<file path="config.mk">
export PLATFORM = sky130hd
export DESIGN_NAME = wrr_arbiter
export DESIGN_NICKNAME = d
export VERILOG_FILES = /design/src/rtl/wrr_arbiter.sv
export SDC_FILE = /design/constraint.sdc
export NUM_CORES = 1
export LEC_CHECK = 0
export ABC_CLOCK_PERIOD_IN_PS = 4120
export CAP_MARGIN = 20
export CORE_MARGIN = 4
export CORE_UTILIZATION = 48
export CTS_CLUSTER_DIAMETER = 200
export CTS_CLUSTER_SIZE = 30
export DETAILED_ROUTE_END_ITERATION = 8
export PLACE_DENSITY_LB_ADDON = 0.2
export SETUP_SLACK_MARGIN = 0.2
export SLEW_MARGIN = 0
export SYNTH_ARGS = -nofsm -noshare
export SYNTH_HDL_FRONTEND = slang
export SYNTH_SLANG_ARGS = --single-unit
</file>
<file path="constraint.sdc">
create_clock -name i_clk -period 4.12 [get_ports i_clk]
set_input_delay 1.03 -clock i_clk [delete_from_list [all_inputs] [get_ports i_clk]]
set_output_delay 1.03 -clock i_clk [all_outputs]
set_load 0.05 [all_outputs]
</file>
<file path="src/rtl/wrr_arbiter.sv">
// Weighted round-robin arbiter with grant hold: a winner keeps its grant until release or
// abort, and may take up to its weight in back-to-back grants before priority rotates past it.
module wrr_arbiter #(
    parameter int NUM_REQ  = 4,
    parameter int WEIGHT_W = 4,
    parameter int ID_W     = 2
) (
    input  logic                        i_clk,
    input  logic                        i_rst,
    input  logic [NUM_REQ-1:0]          i_req,
    input  logic [NUM_REQ*WEIGHT_W-1:0] i_weight,
    input  logic                        i_rel,
    output logic [NUM_REQ-1:0]          o_grant,
    output logic                        o_grant_vld,
    output logic [ID_W-1:0]             o_grant_id
);

    localparam int IDX_W = (NUM_REQ > 1) ? $clog2(NUM_REQ) : 1;

    typedef enum logic {
        ST_IDLE  = 1'b0,
        ST_GRANT = 1'b1
    } state_t;

    typedef struct packed {
        logic             found;
        logic [IDX_W-1:0] idx;
    } pick_t;

    state_t              r_state;
    logic [IDX_W-1:0]    r_ptr;
    logic [IDX_W-1:0]    r_cur;
    logic [WEIGHT_W-1:0] r_credit;
    logic [NUM_REQ-1:0]  r_grant;
    logic                r_grant_vld;
    logic [ID_W-1:0]     r_grant_id;

    logic [WEIGHT_W-1:0] w_weight [NUM_REQ];
    logic [IDX_W-1:0]    w_next_ptr;
    logic [IDX_W-1:0]    w_search_ptr;
    pick_t               w_pick;
    logic [NUM_REQ-1:0]  w_pick_onehot;
    logic [WEIGHT_W-1:0] w_win_weight;
    logic [WEIGHT_W-1:0] w_load_credit;
    logic                w_cur_req;
    logic                w_burst;
    logic                w_release;
    logic                w_load;

    for (genvar g = 0; g < NUM_REQ; g++) begin : g_weight
        assign w_weight[g] = i_weight[g*WEIGHT_W +: WEIGHT_W];
    end

    // First set request at or after start, wrapping; the descending scan leaves the nearest one.
    function automatic pick_t find_winner(input logic [NUM_REQ-1:0] req,
                                          input logic [IDX_W-1:0]   start);
        pick_t res;
        int    pos;
        res = '0;
        for (int k = NUM_REQ - 1; k >= 0; k--) begin
            pos = int'(start) + k;
            if (pos >= NUM_REQ) pos = pos - NUM_REQ;
            if (req[IDX_W'(pos)]) begin
                res.found = 1'b1;
                res.idx   = IDX_W'(pos);
            end
        end
        return res;
    endfunction

    assign w_next_ptr    = (r_cur == IDX_W'(NUM_REQ - 1)) ? '0 : r_cur + IDX_W'(1);
    assign w_search_ptr  = (r_state == ST_IDLE) ? r_ptr : w_next_ptr;
    assign w_pick        = find_winner(i_req, w_search_ptr);
    assign w_pick_onehot = NUM_REQ'(1) << w_pick.idx;
    assign w_win_weight  = w_weight[w_pick.idx];
    // A zero weight behaves like one: a single grant, no extra credit.
    assign w_load_credit = (w_win_weight == '0) ? '0 : w_win_weight - WEIGHT_W'(1);

    assign w_cur_req = i_req[r_cur];
    assign w_burst   = (r_state == ST_GRANT) && i_rel && w_cur_req && (r_credit != '0);
    assign w_release = (r_state == ST_GRANT) && !w_burst && (i_rel || !w_cur_req);
    assign w_load    = w_pick.found && ((r_state == ST_IDLE) || w_release);

    // NOTE: every register here, state and outputs alike, uses the async reset so a
    // mid-grant reset drops the grant immediately without waiting for a clock edge.
    always_ff @(posedge i_clk or posedge i_rst) begin
        if (i_rst) begin
            r_state     <= ST_IDLE;
            r_ptr       <= '0;
            r_cur       <= '0;
            r_credit    <= '0;
            r_grant     <= '0;
            r_grant_vld <= 1'b0;
            r_grant_id  <= '0;
        end else begin
            // NOTE: non-blocking assignments so every decision uses pre-edge state.
            if (w_release) r_ptr <= w_next_ptr;

            if (w_burst) begin
                r_credit <= r_credit - WEIGHT_W'(1);
            end else if (w_load) begin
                r_state     <= ST_GRANT;
                r_cur       <= w_pick.idx;
                r_credit    <= w_load_credit;
                r_grant     <= w_pick_onehot;
                r_grant_vld <= 1'b1;
                r_grant_id  <= ID_W'(w_pick.idx);
            end else if (w_release) begin
                r_state     <= ST_IDLE;
                r_credit    <= '0;
                r_grant     <= '0;
                r_grant_vld <= 1'b0;
                r_grant_id  <= '0;
            end
        end
    end

    assign o_grant     = r_grant;
    assign o_grant_vld = r_grant_vld;
    assign o_grant_id  = r_grant_id;

endmodule
</file>
==> results.toml, run 1 <==
[run_status]
outcome = "finished, final reports clean"

[cts]
clk_latency_ns = 0.27
numCtsBuffers = 3
cts_tree = "done"
numClockSinks = 15
post_cts_buffers = 0
clockRootBuffer = "clkbuf_4"
clk_pin_slew_worst_paths_ns = 0.09
cts-resized-gates = 0
cts_hold_buffers = 0
htreeDepth = 1
max-clock-path-buffers = 2

[drt]
detail_route.wl_per_cell_um = 14.63
drc = 0
viasPerCell = 5.908
routed_wl_um = 2692
drt-initial-drc-count = 30
antenna_left = 0
firstDrtPassIters = 4
dr_total_vias = 1087

[power]
irDropWorstVdd_v = 0.0004217
powerDensity_mw_per_mm2 = 808.6
power.leakage_nw = 0.6488

[placement]
place_hpwl_um = 2205
gp_congestion = 0.9236
io_buffer_count = 29
dp_cells = 180

[critical_path]
criticalPathCategory = "primary input to flop"
reg2regPathDepth = 13
crit_slowest_cell = "clkdlybuf4s50_1"
worstPathCellList = "clkdlybuf4s50_1 > nor2b_1 > o21ai_0 > o211ai_2 > or2_1 > nand2_1 > a32o_1 > ha_1 > nand2_1 > o22ai_4 > a21oi_1 > a221o_1"
cpMostUsedCell = "nand2_1"
endpoint_kind = "flop"
path_max_fanout = 6
crit_required_ns = 4.29
crit_arrival_ns = 3.60
crit_path_max_incr_delay_ns = 0.57
crit_path_start_kind = "primary input"

[synth]
synth_top_family_by_area = "compound AO/OA/AOI/OAI gates"
synthAdderAreaFrac_pct = 4.274
synth_edf_count = 0
synthArstFlopShare_pct = 100.0
ys_ff_latch = 15
syn-mean-instance-area_um2 = 9.295
ys_seq_area_share_pct = 32.05
synth_top_area_share_pct = 32.05
syn_area_mm2 = 0.001171
synthMuxAreaShare_pct = 10.90
synth-xor-area-share_pct = 0
yosysUniqueCellTypes = 50
yosys.area_share.simple_pct = 22.54
synth_top_area_cell = "dfrtp_1"
synth_top_flop_cell = "dfrtp_1"
ys_top_cells_by_area = "dfrtp_1 32%, nand2_1 6.4%, ha_1 4.3%, o21ai_0 3.0%, a21oi_1 2.6%"
synth-compound-area-share_pct = 25.75
ys_warn_count = 0
synthCells = 126
synthesis.nets = 153

[sta]
fin_crit_ns = 3.433
hold_violations = 0
clock.fmax_mhz = 291.3
clock-skew-final_ns = 0.001620
relSlewSlack_pct = 62.59
drv_slew = 0
tightest_slew_ns = 0.5605
rsz0062_at_grt = "false"
min_period_over_period_pct = 83.33
final.setup.tns_ns = 0
setup_viol = 0

[grt]
grt_pass1_wl_um = 4747
grtUsageTotal_pct = 17.74
grt_pass1_vias = 1159
grt_overflow_total = 0
antenna_found_initial = 0
grt_max_degree = 16

[die]
initial_utilization_pct = 51.46
die_w_um = 57.40
num_rows = 17
io-pin-count = 30
core_area_mm2 = 0.002276
dieHeight_um = 57.40
dieArea_mm2 = 0.003294

[layout]
area_growth_pct = 28.74
drive_gt1_share_pct = 12.18
antenna_cells = 0
utilization_pct = 66.25
nets = 184
layoutNonFillerInstCount = 184

[hold_path]
hold_depth = 2
holdCritPathClass = "flop to flop"

[run]
maxCapViolations = 0
-- metal layers --
layer  up-vias  global-route usage [%]  wire length (µm)
met4         0                   9.272                68
met2        53                   31.45              1331
met1       505                   20.11              1082
met5         -                       0                 0
met3         8                   2.941               210
li1        521                       -                 -
-- worst max-delay path, delay by kind of cell --
kind | cells | cell delay (ns)
compound gates | 6 | 1.22
buf+inv | 1 | 0.57
simple gates | 4 | 0.54
fa+ha+maj | 1 | 0.22
-- sequential cells by signal, indices dropped and copies added, names as in the netlist --
signal / cells
o_grant_vld: 1
r_ptr: 2
r_cur: 2
o_grant_id: 2
r_credit: 4
o_grant: 4
-- report_power, final --
part	leakage, nW	internal [W]	switching (W)
Combinational	0.448	0.000367	0.000493
Clock	0.0150	0.0000375	0.0000465
Sequential	0.186	0.000215	0.0000596
-- through the flow --
step                hold WS (ns)  total power, W  instance area (µm²)  setup WS, ns
finish                    0.4835        0.001219                 1508        0.6867
global route              0.5102        0.001320                 1508        0.4948
CTS                       0.4892        0.001221                 1508        0.7066
detailed placement        0.4693        0.001137                 1481        0.4076
global placement          0.4619        0.001094                 1481        0.5252
floorplan                 0.4505       0.0009277                 1171         1.128
-- Yosys cell counts (all sizes together), types with 2 or more instances --
master / number
o21a: 2
o211ai: 4
nand2: 21
mux2i: 4
o22ai: 2
o31ai: 4
nor2b: 3
a21oi: 6
nand3: 3
mux2: 4
o21ai: 8
clkbuf: 3
inv: 8
a21o: 2
dfrtp: 15
ha: 4
nor2: 8
-- placed cells by master (no fill, tap or decap), drive strengths merged, types with 2 or more instances in the layout --
cell type	n
o31ai	4
o22ai	2
a21o	2
nand2	21
o211ai	4
mux2	4
nor2	8
mux2i	4
o21ai	8
dfrtp	15
nand3	3
o21a	2
inv	8
clkbuf	4
clkdlybuf4s50	29
a21oi	6
nor2b	3
ha	4
-- kinds of logic (layout without fill, tap and decap cells) --
| kind of cell | count (synthesis) | after routing |
|---|---|---|
| AND/OR/NAND/NOR | 47 | 47 |
| AO/OA/AOI/OAI | 39 | 39 |
| flip-flops | 15 | 15 |
| buffers and inverters | 12 | 42 |
| multiplexers | 9 | 9 |
| adder cells (fa/ha/maj) | 4 | 4 |
-- layout make-up --
type	instances	area (µm²)
inverters	8	30.03
multi-input cells	99	743.2
clock buffers	4	26.28
well taps	28	35.03
repair buffers	30	297.8
flip-flops and latches	15	375.4
fillers	190	768.2
-- worst paths after layout --
path	slack, ns	endpoint	from
max in group asynchronous	2.66	r_credit[0]	i_rst
hold reg to reg	0.48	o_grant[3]	o_grant[3]
setup reg to reg	0.95	r_credit[0]	r_cur[0]
setup / recovery	0.69	r_credit[0]	i_req[3]
min in group asynchronous	1.09	o_grant[3]	i_rst
hold / removal	0.48	o_grant[3]	o_grant[3]
Note: power is estimated with default switching activity, not from simulation.
==> inputs of run 2 (changes only) <==
Settings changed: ABC_CLOCK_PERIOD_IN_PS 4120 to 3500.
Clock period 4.12 ns to 3.5 ns, I/O delays scaled along.
==> run 2 against run 1 <==
Effect of this change:
- wire length shrank 6.6%
- worst setup slack got worse by 0.37 ns
- register-to-register slack worse by 0.47 ns
- worst hold slack gained 0.0078 ns
- critical path type unchanged
- core utilization is 1.0 points higher
- highest routed layer unchanged
- clock power is 19% higher
==> results.toml, run 2 (same netlist as run 1, synthesis figures left out) <==
[drt]
dr_total_vias = 1078
firstDrtPassIters = 4
viasPerCell = 5.765
routed_wl_um = 2514
drt-initial-drc-count = 18
drc = 0
detail_route.wl_per_cell_um = 13.44
antenna_left = 0

[die]
dieArea_mm2 = 0.003294
core_area_mm2 = 0.002276
die_w_um = 57.40
io-pin-count = 30
dieHeight_um = 57.40
initial_utilization_pct = 51.46
num_rows = 17

[critical_path]
path_delay_family = "compound AO/OA/AOI/OAI gates"
crit_required_ns = 3.68
cp_num_buf_inv = 1
crit_arrival_ns = 3.36
endpoint_kind = "flop"
crit_slowest_cell = "clkdlybuf4s50_1"
criticalPathCategory = "primary input to flop"
crit_path_max_incr_delay_ns = 0.58
path_max_fanout = 9
cp_num_cells = 12
crit_path_start_kind = "primary input"
worstPathCellList = "clkdlybuf4s50_1 > nor2b_1 > o21ai_0 > o211ai_2 > nor2_8 > mux2i_1 > mux2_4 > ha_1 > nand2_1 > o22ai_4 > a21oi_1 > a221o_1"
reg2regPathDepth = 13

[power]
irDropWorstVdd_v = 0.0004842
switching_share_pct = 48.06
p_int_w = 0.0007457
powerDensity_mw_per_mm2 = 937.5
p_comb_share_pct = 70.9
p_switching_w = 0.0006900
sequentialPowerShare_pct = 22.1
power.leakage_nw = 0.6660
clkPwrFrac_pct = 6.9

[layout]
final_cell_mix = "29 x clkdlybuf4s50_1, 20 x nand2_1, 15 x dfrtp_1"
antenna_cells = 0
final_common_cell = "clkdlybuf4s50_1"
multiInputGateArea_um2 = 743.2
drive_gt1_share_pct = 14.47
ff_latch_area_um2 = 375.4
nets = 187
fillers = 196
area_growth_pct = 30.77

[sta]
fin_crit_ns = 3.180
tightest_slew_ns = 0.5489
hold-worst-slack_ns = 0.4913
min_period_over_period_pct = 90.86
clock.fmax_mhz = 314.5
drv_slew = 0
relSlewSlack_pct = 63.37
rsz0062_at_grt = "false"
clock-skew-final_ns = 0.007366
setup_viol = 0
hold_violations = 0
final.setup.tns_ns = 0

[cts]
post_cts_buffers = 0
clockRootBuffer = "clkbuf_4"
clk_latency_ns = 0.29
htreeDepth = 1
numCtsBuffers = 3
cts-resized-gates = 0
cts_hold_buffers = 0
max-clock-path-buffers = 2
clk_pin_slew_worst_paths_ns = 0.09
cts_tree = "done"
numClockSinks = 15

[grt]
antenna_found_initial = 0
grt_pass1_wl_um = 4395
grtUsageTotal_pct = 16.78
grt_pass1_vias = 1084
grt_overflow_total = 0
grt_max_degree = 16

[placement]
place_hpwl_um = 2083
gp_congestion = 0.8289
io_buffer_count = 29

[hold_path]
holdCritPathClass = "flop to flop"
hold_depth = 2

[run_status]
outcome = "finished, final reports clean"

[run]
maxCapViolations = 0
run 2: cell types whose count changed in the layout (fill, tap and decap cells not counted), sizes merged:
| cell | previous run | this run |
|---|---|---|
| buf | 1 | 4 |
| clkbuf | 4 | 3 |
| clkinv | 0 | 1 |
run 2: through the flow:
step / worst slack [ns] / instance area, µm² / util (%) / power (W) / std cells
CTS: 0.3307 / 1531 / 67.29 / 0.001446 / 187
floorplan: 0.5077 / 1171 / - / 0.001092 / 126
detailed placement: 0.01785 / 1504 / 66.08 / 0.001343 / 183
global route: 0.2034 / 1531 / 67.29 / 0.001566 / 187
global placement: 0.1257 / 1504 / 66.08 / 0.001308 / 183
finish: 0.3199 / 1531 / 67.29 / 0.001436 / 187
run 2: worst paths after layout:
check / from / end / slack (ns)
worst max-delay path: i_req[3] / r_credit[0] / 0.32
worst min-delay path: o_grant[3] / o_grant[3] / 0.49
worst max register to register: r_cur[0] / r_credit[0] / 0.48
worst min register to register: o_grant[3] / o_grant[3] / 0.49
max in group asynchronous: i_rst / r_cur[1] / 2.21
min in group asynchronous: i_rst / o_grant[3] / 0.92
run 2: routing by layer:
metal  GRT usage, %  wire [µm]  up-vias
li1               -          -      529
met3          2.489        133        7
met1          18.34       1096      512
met2          30.48       1219       30
met5              0          0        -
met4          9.272         65        0
run 2: power groups by stage:
stage / Combinational [W] / Sequential, W / Clock (W)
final: 0.00102 / 0.000318 / 0.0000997
after global placement: 0.000990 / 0.000318 / 0
after global routing: 0.00112 / 0.000330 / 0.000113
after CTS: 0.00102 / 0.000319 / 0.000103
after detailed placement: 0.00102 / 0.000322 / 0
after floorplan: 0.000680 / 0.000412 / 0
run 2: layout make-up:
type | count | share of cell area, %
Multi-Input combinational cell | 99 | 48.53
Sequential cell | 15 | 24.51
Timing Repair Buffer | 33 | 20.92
Tap cell | 28 | 2.288
Inverter | 8 | 1.961
Clock buffer | 3 | 1.471
Clock inverter | 1 | 0.3268
run 2: worst min-delay path: cells and delay by family, from the launching register on:
| family | cells | cell delay [ns] |
|---|---|---|
| AOI/OAI and AO/OA | 1 | 0.06 |
| DFF | 1 | 0.35 |
| and+or+nand+nor | 1 | 0.05 |
